File: src/rtl/matrix_pkg.sv
// rtl/matrix_pkg.sv - shared constants, types and row-decode helpers for matrix_capture
package matrix_pkg;

    localparam int MATRIX_WIDTH = 16;
    localparam int ROW_IDX_W    = 4;

    typedef logic [MATRIX_WIDTH-1:0] row_vec_t;
    typedef logic [ROW_IDX_W-1:0]    row_idx_t;

    // True when exactly one row select bit is set.
    function automatic logic is_onehot(row_vec_t v);
        return (v != '0) && ((v & (v - row_vec_t'(1))) == '0);
    endfunction

    // Position of the set bit; only meaningful when v is one-hot.
    function automatic row_idx_t onehot_to_idx(row_vec_t v);
        row_idx_t idx;
        idx = '0;
        for (int i = 0; i < MATRIX_WIDTH; i++) begin
            if (v[i]) begin
                idx = idx | row_idx_t'(i);
            end
        end
        return idx;
    endfunction

endpackage

File: src/rtl/matrix_capture_if.sv
// rtl/matrix_capture_if.sv - LED-matrix serial lines as driven by the screen block
interface matrix_capture_if;

    logic rclk;
    logic rsdi;
    logic oeb;
    logic csdi;
    logic cclk;
    logic le;

    // The screen driver owns every line.
    modport master (
        output rclk, rsdi, oeb, csdi, cclk, le
    );

    // The capture side only observes them.
    modport slave (
        input rclk, rsdi, oeb, csdi, cclk, le
    );

endinterface

File: src/rtl/matrix_capture_sync_edge.sv
// rtl/matrix_capture_sync_edge.sv - flop synchroniser with rising-edge detector
module sync_edge #(
    parameter int   STAGES  = 2,
    parameter logic RST_VAL = 1'b0
) (
    input  logic clk,
    input  logic rst_n,
    input  logic d,
    output logic level,
    output logic rise
);

    logic [STAGES-1:0] sync_q, sync_d;
    logic              prev_q, prev_d;

    // Shift the raw line through the synchroniser; remember last synced value.
    always_comb begin
        sync_d = {sync_q[STAGES-2:0], d};
        prev_d = sync_q[STAGES-1];
    end

    // Synchroniser and history registers; history clears to 0 so a line
    // held high across reset release yields one rising edge.
    always_ff @(posedge clk or negedge rst_n) begin
        if (!rst_n) begin
            sync_q <= {STAGES{RST_VAL}};
            prev_q <= 1'b0;
        end else begin
            sync_q <= sync_d;
            prev_q <= prev_d;
        end
    end

    assign level = sync_q[STAGES-1];
    assign rise  = sync_q[STAGES-1] & ~prev_q;

endmodule

File: src/rtl/matrix_capture.sv
// rtl/matrix_capture.sv - LED-matrix serial receiver rebuilding a readable frame buffer
module matrix_capture
    import matrix_pkg::*;
#(
    parameter int WIDTH       = MATRIX_WIDTH,
    parameter int SYNC_STAGES = 2
) (
    input  logic                 clk,
    input  logic                 reset,
    matrix_capture_if.slave      lines,
    input  logic [ROW_IDX_W-1:0] rd_row,
    output logic [WIDTH-1:0]     rd_data,
    output logic                 row_commit,
    output logic [ROW_IDX_W-1:0] row_index,
    output logic                 frame_done,
    output logic                 err_multirow,
    output logic                 blank
);

    logic rclk_s, rclk_rise;
    logic rsdi_s, rsdi_rise;
    logic oeb_s,  oeb_rise;
    logic csdi_s, csdi_rise;
    logic cclk_s, cclk_rise;
    logic le_s,   le_rise;
    logic unused_rises;

    sync_edge #(.STAGES(SYNC_STAGES), .RST_VAL(1'b0)) u_sync_rclk (
        .clk(clk), .rst_n(reset), .d(lines.rclk), .level(rclk_s), .rise(rclk_rise));
    sync_edge #(.STAGES(SYNC_STAGES), .RST_VAL(1'b0)) u_sync_rsdi (
        .clk(clk), .rst_n(reset), .d(lines.rsdi), .level(rsdi_s), .rise(rsdi_rise));
    sync_edge #(.STAGES(SYNC_STAGES), .RST_VAL(1'b1)) u_sync_oeb (
        .clk(clk), .rst_n(reset), .d(lines.oeb),  .level(oeb_s),  .rise(oeb_rise));
    sync_edge #(.STAGES(SYNC_STAGES), .RST_VAL(1'b0)) u_sync_csdi (
        .clk(clk), .rst_n(reset), .d(lines.csdi), .level(csdi_s), .rise(csdi_rise));
    sync_edge #(.STAGES(SYNC_STAGES), .RST_VAL(1'b0)) u_sync_cclk (
        .clk(clk), .rst_n(reset), .d(lines.cclk), .level(cclk_s), .rise(cclk_rise));
    sync_edge #(.STAGES(SYNC_STAGES), .RST_VAL(1'b0)) u_sync_le (
        .clk(clk), .rst_n(reset), .d(lines.le),   .level(le_s),   .rise(le_rise));

    // Data and enable lines are used as levels, clocks as edges only.
    assign unused_rises = rsdi_rise | oeb_rise | csdi_rise | rclk_s | cclk_s | le_s;

    logic [WIDTH-1:0]     col_sr_q,    col_sr_d;
    logic [WIDTH-1:0]     row_sr_q,    row_sr_d;
    logic [WIDTH-1:0]     col_latch_q, col_latch_d;
    logic                 pend_q,      pend_d;
    logic [ROW_IDX_W-1:0] pend_idx_q,  pend_idx_d;
    logic                 err_q,       err_d;
    logic [WIDTH-1:0]     frame_q [WIDTH];
    logic [WIDTH-1:0]     frame_d [WIDTH];
    logic                 row_commit_q, row_commit_d;
    logic                 frame_done_q, frame_done_d;
    logic [ROW_IDX_W-1:0] row_index_q,  row_index_d;
    logic [WIDTH-1:0]     rd_data_q,    rd_data_d;

    // Stage 1: shift registers, latch, and row decode on the same-cycle next values.
    always_comb begin
        col_sr_d    = col_sr_q;
        row_sr_d    = row_sr_q;
        col_latch_d = col_latch_q;
        pend_d      = 1'b0;
        pend_idx_d  = pend_idx_q;
        err_d       = err_q;
        if (cclk_rise) begin
            col_sr_d = {col_sr_q[WIDTH-2:0], csdi_s};
        end
        if (rclk_rise) begin
            row_sr_d = {row_sr_q[WIDTH-2:0], rsdi_s};
        end
        if (le_rise) begin
            col_latch_d = col_sr_d;
            if (is_onehot(row_sr_d)) begin
                pend_d     = 1'b1;
                pend_idx_d = onehot_to_idx(row_sr_d);
            end else begin
                err_d = 1'b1;
            end
        end
    end

    // Stage 2: frame write and commit pulses; read port samples pre-write contents.
    always_comb begin
        frame_d      = frame_q;
        row_commit_d = 1'b0;
        frame_done_d = 1'b0;
        row_index_d  = row_index_q;
        if (pend_q) begin
            frame_d[pend_idx_q] = col_latch_q;
            row_commit_d        = 1'b1;
            row_index_d         = pend_idx_q;
            frame_done_d        = (pend_idx_q == ROW_IDX_W'(WIDTH - 1));
        end
        rd_data_d = frame_q[rd_row];
    end

    // Pipeline, shift and frame state; everything clears on reset.
    always_ff @(posedge clk or negedge reset) begin
        if (!reset) begin
            col_sr_q     <= '0;
            row_sr_q     <= '0;
            col_latch_q  <= '0;
            pend_q       <= 1'b0;
            pend_idx_q   <= '0;
            err_q        <= 1'b0;
            row_commit_q <= 1'b0;
            frame_done_q <= 1'b0;
            row_index_q  <= '0;
            rd_data_q    <= '0;
            for (int i = 0; i < WIDTH; i++) begin
                frame_q[i] <= '0;
            end
        end else begin
            col_sr_q     <= col_sr_d;
            row_sr_q     <= row_sr_d;
            col_latch_q  <= col_latch_d;
            pend_q       <= pend_d;
            pend_idx_q   <= pend_idx_d;
            err_q        <= err_d;
            row_commit_q <= row_commit_d;
            frame_done_q <= frame_done_d;
            row_index_q  <= row_index_d;
            rd_data_q    <= rd_data_d;
            for (int i = 0; i < WIDTH; i++) begin
                frame_q[i] <= frame_d[i];
            end
        end
    end

    assign rd_data      = rd_data_q;
    assign row_commit   = row_commit_q;
    assign row_index    = row_index_q;
    assign frame_done   = frame_done_q;
    assign err_multirow = err_q;
    assign blank        = oeb_s;

endmodule

File: src/flat_wrapper.sv
// flat-port wrapper written by rule: the top's interface ports become plain ports
module matrix_capture_flat import matrix_pkg::*;
#(
    parameter int WIDTH       = MATRIX_WIDTH,
    parameter int SYNC_STAGES = 2
)
  (clk, reset, rd_row, rd_data, row_commit, row_index, frame_done, err_multirow, blank, lines_rclk, lines_rsdi, lines_oeb, lines_csdi, lines_cclk, lines_le);
  matrix_capture_if lines_i ();
  input  logic clk;
  input  logic reset;
  input  logic [ROW_IDX_W-1:0] rd_row;
  output logic [WIDTH-1:0] rd_data;
  output logic row_commit;
  output logic [ROW_IDX_W-1:0] row_index;
  output logic frame_done;
  output logic err_multirow;
  output logic blank;
  input wire logic [$bits(lines_i.rclk)-1:0] lines_rclk;
  input wire logic [$bits(lines_i.rsdi)-1:0] lines_rsdi;
  input wire logic [$bits(lines_i.oeb)-1:0] lines_oeb;
  input wire logic [$bits(lines_i.csdi)-1:0] lines_csdi;
  input wire logic [$bits(lines_i.cclk)-1:0] lines_cclk;
  input wire logic [$bits(lines_i.le)-1:0] lines_le;
  assign lines_i.rclk = lines_rclk;
  assign lines_i.rsdi = lines_rsdi;
  assign lines_i.oeb = lines_oeb;
  assign lines_i.csdi = lines_csdi;
  assign lines_i.cclk = lines_cclk;
  assign lines_i.le = lines_le;
  matrix_capture #(.WIDTH(WIDTH), .SYNC_STAGES(SYNC_STAGES)) u_core (.clk(clk), .reset(reset), .lines(lines_i), .rd_row(rd_row), .rd_data(rd_data), .row_commit(row_commit), .row_index(row_index), .frame_done(frame_done), .err_multirow(err_multirow), .blank(blank));
endmodule
File: config.mk
export PLATFORM = sky130hd
export DESIGN_NAME = matrix_capture_flat
export DESIGN_NICKNAME = d
export VERILOG_FILES = /design/src/rtl/matrix_pkg.sv /design/src/rtl/matrix_capture_if.sv /design/src/rtl/matrix_capture_sync_edge.sv /design/src/rtl/matrix_capture.sv /design/src/flat_wrapper.sv
export SDC_FILE = /design/constraint.sdc
export NUM_CORES = 1
export LEC_CHECK = 0
export ABC_AREA = 1
export BUFFER_PORTS_ARGS = -buffer_cell sky130_fd_sc_hd__buf_2
export CAP_MARGIN = 20
export CORE_MARGIN = 5
export CORE_UTILIZATION = 62
export CTS_CLUSTER_DIAMETER = 200
export DETAILED_ROUTE_END_ITERATION = 12
export PLACE_DENSITY = 0.79
export REMOVE_ABC_BUFFERS = 1
export SLEW_MARGIN = 20
export SYNTH_ARGS = -nofsm -noshare
export SYNTH_HDL_FRONTEND = slang
export SYNTH_SLANG_ARGS = --single-unit
File: constraint.sdc
create_clock -name clk -period 2.6 [get_ports clk]
set_input_delay 0.65 -clock clk [delete_from_list [all_inputs] [get_ports clk]]
set_output_delay 0.65 -clock clk [all_outputs]
set_load 0.03 [all_outputs]
==> results of run 1 <==
layout by cell type, fill, tap and decap left out, types with 3 or more instances in the layout:
cell type and n:
inv_1 117, bufinv_16 3, clkbuf_8 9, o211ai_1 64, nand4_1 5, dfrtp_1 344
buf_12 10, clkbuf_16 38, mux2i_1 64, nor2_2 7, nand3_1 52, nand2_1 424
buf_2 33, mux2_2 14, a21oi_1 65, nor2_1 41, clkbuf_1 5, clkinv_2 7
nand2_2 4, o21ai_0 351, buf_4 35
report_power, final:
part,internal [mW],leakage [nW],switching (mW)
Sequential,6.30,4.69,0.482
Clock,3.24,0.625,2.09
Combinational,0.862,2.61,1.86
Total,10.4,7.93,4.43
area by class of cell:
cell class,count,area [um2],area share [%]
multi-input combinational,1099,5550,32.6
clock buffer,52,1090,6.43
tap,324,405,2.38
timing repair buffer,80,654,3.85
sequential,347,8690,51.1
inverter,120,453,2.66
clock inverter,13,159,0.935
metrics by stage:
| stage | cell area (um2) | util, % | std cells | hold WS [ns] |
|---|---|---|---|---|
| floorplan | 14700 | - | 1566 | 0.331 |
| global placement | 15700 | 65.1 | 1970 | 0.332 |
| detailed placement | 15700 | 65.1 | 1970 | 0.336 |
| CTS | 17000 | 70.3 | 2035 | 0.0485 |
| global route | 17000 | 70.3 | 2035 | 0.0643 |
| finish | 17000 | 70.3 | 2035 | 0.0462 |
flip-flops by register name, indices dropped and copies added, names as in the netlist, 4 cells and up:
register            flops
u_core.col_latch_q     16
u_core.row_index        4
u_core.row_sr_q        16
u_core.col_sr_q        16
u_core.pend_idx_q       4
u_core.rd_data         16
u_core.frame_q        256
kinds of logic after synthesis:
logic type / Yosys count / synth area share [%]
flip-flops: 347 / 57.3
AO/OA/AOI/OAI: 482 / 17.0
multiplexers: 78 / 5.27
buffers and inverters: 238 / 6.14
AND/OR/NAND/NOR: 539 / 14.3
worst max-delay path, stage by stage (launching register included):
cell and delay [ns]:
dfrtp_1 0.43, inv_4 0.20, nand2_8 0.16, nand2_1 0.09
nand2_1 0.09, nor2_2 0.22, nand3_1 0.21, nand2_1 0.11
nand2_1 0.05, nor2_1 0.09, nand2_1 0.10, nor2_4 0.16
nand3_1 0.15, nand2_1 0.11, nand2_1 0.05
final timing paths:
path                                              start                            to  slack, ns  cells after the start
setup reg to reg              u_core.u_sync_rclk.prev_q          u_core.pend_idx_q[2]       0.28                     14
min in group clk                              lines_oeb   u_core.u_sync_oeb.sync_q[0]       0.23                      1
hold / removal                                    reset           u_core.row_sr_q[15]       0.05                      1
setup / recovery              u_core.u_sync_rclk.prev_q          u_core.pend_idx_q[2]       0.28                     14
max in group asynchronous                         reset   u_core.u_sync_oeb.sync_q[1]       1.84                      2
hold reg to reg            u_core.u_sync_csdi.sync_q[0]  u_core.u_sync_csdi.sync_q[1]       0.35                      0
per-layer routing:
metal / track usage (%) / vias to the layer above
met1: 38.3 / 5778
met2: 44.2 / 575
li1: - / 5578
met5: 0 / -
met4: 7.72 / 0
met3: 5.31 / 100
==> impl_results.md, run 1 <==
- Status: completed
- Hold WC Path Type: in2async
- Mapped Cells: approximately 1,700
- # IOs: 36
- Met2 wire len: 17.7 mm
- CTS Root Cell: clkbuf_16
- Leakage power: 7.93 nW
- All-layer global routing usage: 27.3%
- Final Skew: between 0.015 and 0.02 ns
- Max_cap viols: 0
- Post-cts hold buffer count: 0
- Number of global-route vias before repair: 12,000
- Max Clk Rate: about 0.43 GHz
- Final wirelength: 37.8 mm
- CTS resizes: 0
- Routed met3 length: 3.45 mm
- Number of synthesized register bits: 347
- Antenna violations before repair: 0
- Setup TNS: 0 ns
- CTS buffer count: 36
- Worst-path maximum fanout: 25
- Crit end category: register
- Synth area leader: dfrtp_1
- First-pass GRT wire length: 62.0 mm
- Row count: 57
- Chip height: 166 um
- Post-CTS setup buffer count: 0
- Ys flop type: dfrtp_1
- Distinct cells, synth: 29
- Worst Path Required: 2.99 ns
- Fillers: approximately 1,800
- Total core area: 24,200 um2
- Setup WS post-layout: 0.276 ns
- Final setup fails: 0
- Drt first pass iters: 6
- Routed via count: 12,000
- Clock buffer depth: 3
- CTS tree: built
- Setup Crit Path Kind: reg2reg
- # port buffers: 35
- Setup crit start kind: register
- Maximum vdd ir drop: roughly 0.00074 V
- Die Wd: 166 um
- Final hold viol count: 0
- Worst-margin pin slew: 0.828 ns
- Average size of a mapped cell: 9.00 um2
- # DRC: 0
- Starting density of the core: 62.7%
- Total power: 14.8 mW
- Ranking of synthesized cells by area: dfrtp_1 57%, o21ai_0 12%, nand2_1 10%
- Layout cells sized above 1: 10.2%
- Largest net degree at the start of global routing: 71
- Sink Count: approximately 350
- Arrival time worst endpoint: about 2.7 ns
- Post-Syn Area: 15,200 um2
- Initial DRC Count: about 1,300
- Post-synth EDFFs: 0
- Sequential area share after synthesis: 57.3%
- Area Overhead vs Synth: 12.1%
- Grt ovf: 0
- Warnings from Yosys: 0
- Final Cycle Share: 89.4%
- Setup WS pre-CTS: 0.207 ns
- ANT nets after route: 0
- Synth top area share: 56.9%
- M1 wire length: 15.7 mm
- Max-slew violations: 0
- Highest Signal Layer: met4
- Clock latency on the worst-skew pair: 0.52 ns
- Async SR Flop Fraction: 100%
- DIE AREA: ~28,000 um2
- Final #Nets: around 1,700
- WL/cell: 18.6 um
- H-Tree Depth: 2
- Slew headroom: 44.7%
- Tmin final: 2.32 ns
- Post-DP HPWL: 21.9 mm
- Via/cell ratio: 5.91
- RSZ-0062 raised after global routing: no
- Top cells by count, synth: 424 x nand2_1, 351 x o21ai_0, 345 x dfrtp_1
- PD cells: 872 nW/um2
- Clock slew at reported path FFs: 0.06 ns
- Top-count cell post-synth: nand2_1
- Ant diodes: 0
- Final GP Congestion: 0.828
(Power assumes the default switching activity.)
==> run 2: changes to the inputs <==
- CORE_UTILIZATION: 62 -> 65
- PLACE_DENSITY: 0.79 -> 0.82
- clock period: 2.6 -> 2.95 ns (I/O delays scaled with it)
==> run 2 against run 1 <==
Die area fell by 4.3%. Sequential share of layout area rose by 0.40 points. Hold slack improved by 0.14 ns. Critical path type unchanged. Critical endpoint is now u_core.pend_idx_q[3]. Largest cell class unchanged.
==> impl_results.md, run 2 (synthesis results as in run 1) <==
- Clock latency on the worst-skew pair: 0.51 ns (was 0.52 ns)
- Final #Nets: 1,693 (was 1,696)
- Chip height: 163 um (was 166 um)
- Largest net degree at the start of global routing: 66 (was 71)
- Final setup fails: 0 (unchanged)
- CTS resizes: 0 (unchanged)
- Die Wd: 163 um (was 166 um)
- Worst-margin pin slew: 0.784 ns (was 0.828 ns)
- Setup Crit Path Kind: reg2reg (unchanged)
- Placed inst area: 15,700 um2 (about the same)
- Routed via count: 12,000 (about the same)
- Leakage power: 7.86 nW (was 7.93 nW)
- Post-CTS setup buffer count: 0 (unchanged)
- Final hold viol count: 0 (unchanged)
- Crit end category: register (unchanged)
- Total power: 12.9 mW (was 14.8 mW)
- Sink Count: 347 (unchanged)
- RSZ-0062 raised after global routing: no (unchanged)
- Setup WS post-layout: 0.478 ns (was 0.276 ns)
- Row count: 55 (was 57)
- Arrival time worst endpoint: 2.87 ns (was 2.72 ns)
- Final Cycle Share: 83.8% (was 89.4%)
- ANT nets after route: 0 (unchanged)
- Maximum vdd ir drop: 0.000654 V (was 0.000741 V)
- Smallest hold slack: 0.181 ns (was 0.0462 ns)
- # DRC: 0 (unchanged)
- Setup TNS: 0 ns (unchanged)
- Via/cell ratio: 5.97 (was 5.91)
- CP Cell Sequence: inv_1 -> nor2_4 -> nand2_1 -> nand2_1 -> nand2_1 -> nor2_1 -> nand2_1 -> nand2_1 -> inv_2 -> nor2_1 -> nand2_1 -> nor2_4 -> nand3_1 -> nand2_1 -> nand2_1 (was inv_4 -> nand2_8 -> nand2_1 -> nand2_1 -> nor2_2 -> nand3_1 -> nand2_1 -> nand2_1 -> nor2_1 -> nand2_1 -> nor2_4 -> nand3_1 -> nand2_1 -> nand2_1)
- Slowest stage cell, crit path: dfrtp_1 (unchanged)
- Antenna violations before repair: 1 (was 0)
- Commonest non-fill, non-tap cells in the layout: 424 x nand2_1, 351 x o21ai_0, 345 x dfrtp_1 (was 424 x nand2_1, 351 x o21ai_0, 344 x dfrtp_1)
- Reg with most FFs: u_core.frame_q (unchanged)
- # port buffers: 35 (unchanged)
- CTS tree: built (unchanged)
- Setup crit start kind: register (unchanged)
- WL/cell: 18.3 um (was 18.6 um)
- Initial DRC Count: 1,173 (was 1,305)
- Grt ovf: 0 (unchanged)
- Number of global-route vias before repair: 11,800 (was 12,000)
- All-layer global routing usage: 28.7% (was 27.3%)
- Max reg flops: 256 (unchanged)
- Final wirelength: 37.0 mm (was 37.8 mm)
- Final Skew: 0.0104 ns (was 0.0178 ns)
- # IOs: 36 (unchanged)
- Max_cap viols: 0 (unchanged)
- Total core area: 22,800 um2 (was 24,200 um2)
- Fillers: 1,650 (was 1,782)
- Tmin final: 2.47 ns (was 2.32 ns)
- PD cells: 765 nW/um2 (was 872 nW/um2)
- Worst-path maximum fanout: 13 (was 25)
- Slew headroom: 47.6% (was 44.7%)
- Largest stage delay, worst path: 0.67 ns (was 0.43 ns)
- H-Tree Depth: 2 (unchanged)
- Fin area: 16,900 um2 (was 17,000 um2)
- Max Clk Rate: 0.404 GHz (was 0.430 GHz)
- Setup WS pre-CTS: 0.515 ns (was 0.207 ns)
- CTS buffer count: 36 (unchanged)
- # placed instances: 1,956 (was 1,970)
- Starting density of the core: 66.6% (was 62.7%)
- DIE AREA: 26,500 um2 (was 27,700 um2)
- First-pass GRT wire length: 61.3 mm (was 62.0 mm)
- Bufs and invs on worst path: 2 (was 1)
- Drt first pass iters: 6 (unchanged)
- Most frequent CP cell: nand2_1 (unchanged)
- Layout cells sized above 1: 9.68% (was 10.2%)
- Worst Path Required: 3.34 ns (was 2.99 ns)
- Clock buffer depth: 3 (unchanged)
- Area Overhead vs Synth: 11.2% (was 12.1%)
- CTS Root Cell: clkbuf_16 (unchanged)
- Core Util, Final: 74.0% (was 70.3%)
- Crit path max-delay family: simple AND/OR/NAND/NOR gates (unchanged)
- Final cell count without fillers: 2,018 (was 2,035)
- Status: completed (unchanged)
- Final GP Congestion: 0.809 (was 0.828)
- Max-slew violations: 0 (unchanged)
- Ant diodes: 0 (unchanged)
- Clock slew at reported path FFs: 0.06 ns (about the same)
- Post-DP HPWL: 21.8 mm (was 21.9 mm)
- Most common cell after layout, fill and taps aside: nand2_1 (unchanged)
- Post-cts hold buffer count: 0 (unchanged)
- Hold WC Path Type: in2async (unchanged)
run 2: changes by cell type in the layout (fill, tap and decap cells not counted), moves of 2 or more:
cell / previous run / this run
clkbuf_1: 5 / 8
buf_12: 10 / 8
inv_6: 2 / 0
clkbuf_8: 9 / 7
run 2: worst paths after layout:
path	startpoint	to	slack [ns]	cells past startpoint
setup / recovery	u_core.u_sync_rclk.sync_q[1]	u_core.pend_idx_q[3]	0.48	15
hold / removal	reset	u_core.row_sr_q[8]	0.18	1
setup reg to reg	u_core.u_sync_rclk.sync_q[1]	u_core.pend_idx_q[3]	0.48	15
hold reg to reg	u_core.u_sync_rsdi.sync_q[0]	u_core.u_sync_rsdi.sync_q[1]	0.35	0
max in group asynchronous	reset	u_core.frame_q[200]	1.92	2
min in group clk	lines_oeb	u_core.u_sync_oeb.sync_q[0]	0.32	1
run 2: cell type report:
type / count / area (um2) / area share [%]
inverters: 120 / 453 / 2.69
multi-input cells: 1099 / 5550 / 32.9
well taps: 313 / 392 / 2.32
repair buffers: 77 / 607 / 3.60
clock buffers: 52 / 1050 / 6.24
clock inverters: 10 / 128 / 0.757
flip-flops and latches: 347 / 8690 / 51.5
run 2: power by group:
part           internal (mW)  switching, mW  leakage, nW
Combinational          0.757           1.64         2.59
Clock                   2.73           1.79        0.582
Sequential              5.55          0.424         4.69
Total                   9.04           3.86         7.86
run 2: routing by layer:
metal  GRT usage [%]  share of wire (%)
met3            5.14                7.7
met4            11.2                3.6
met5               0                  0
met2            45.8                 47
met1            39.9                 42
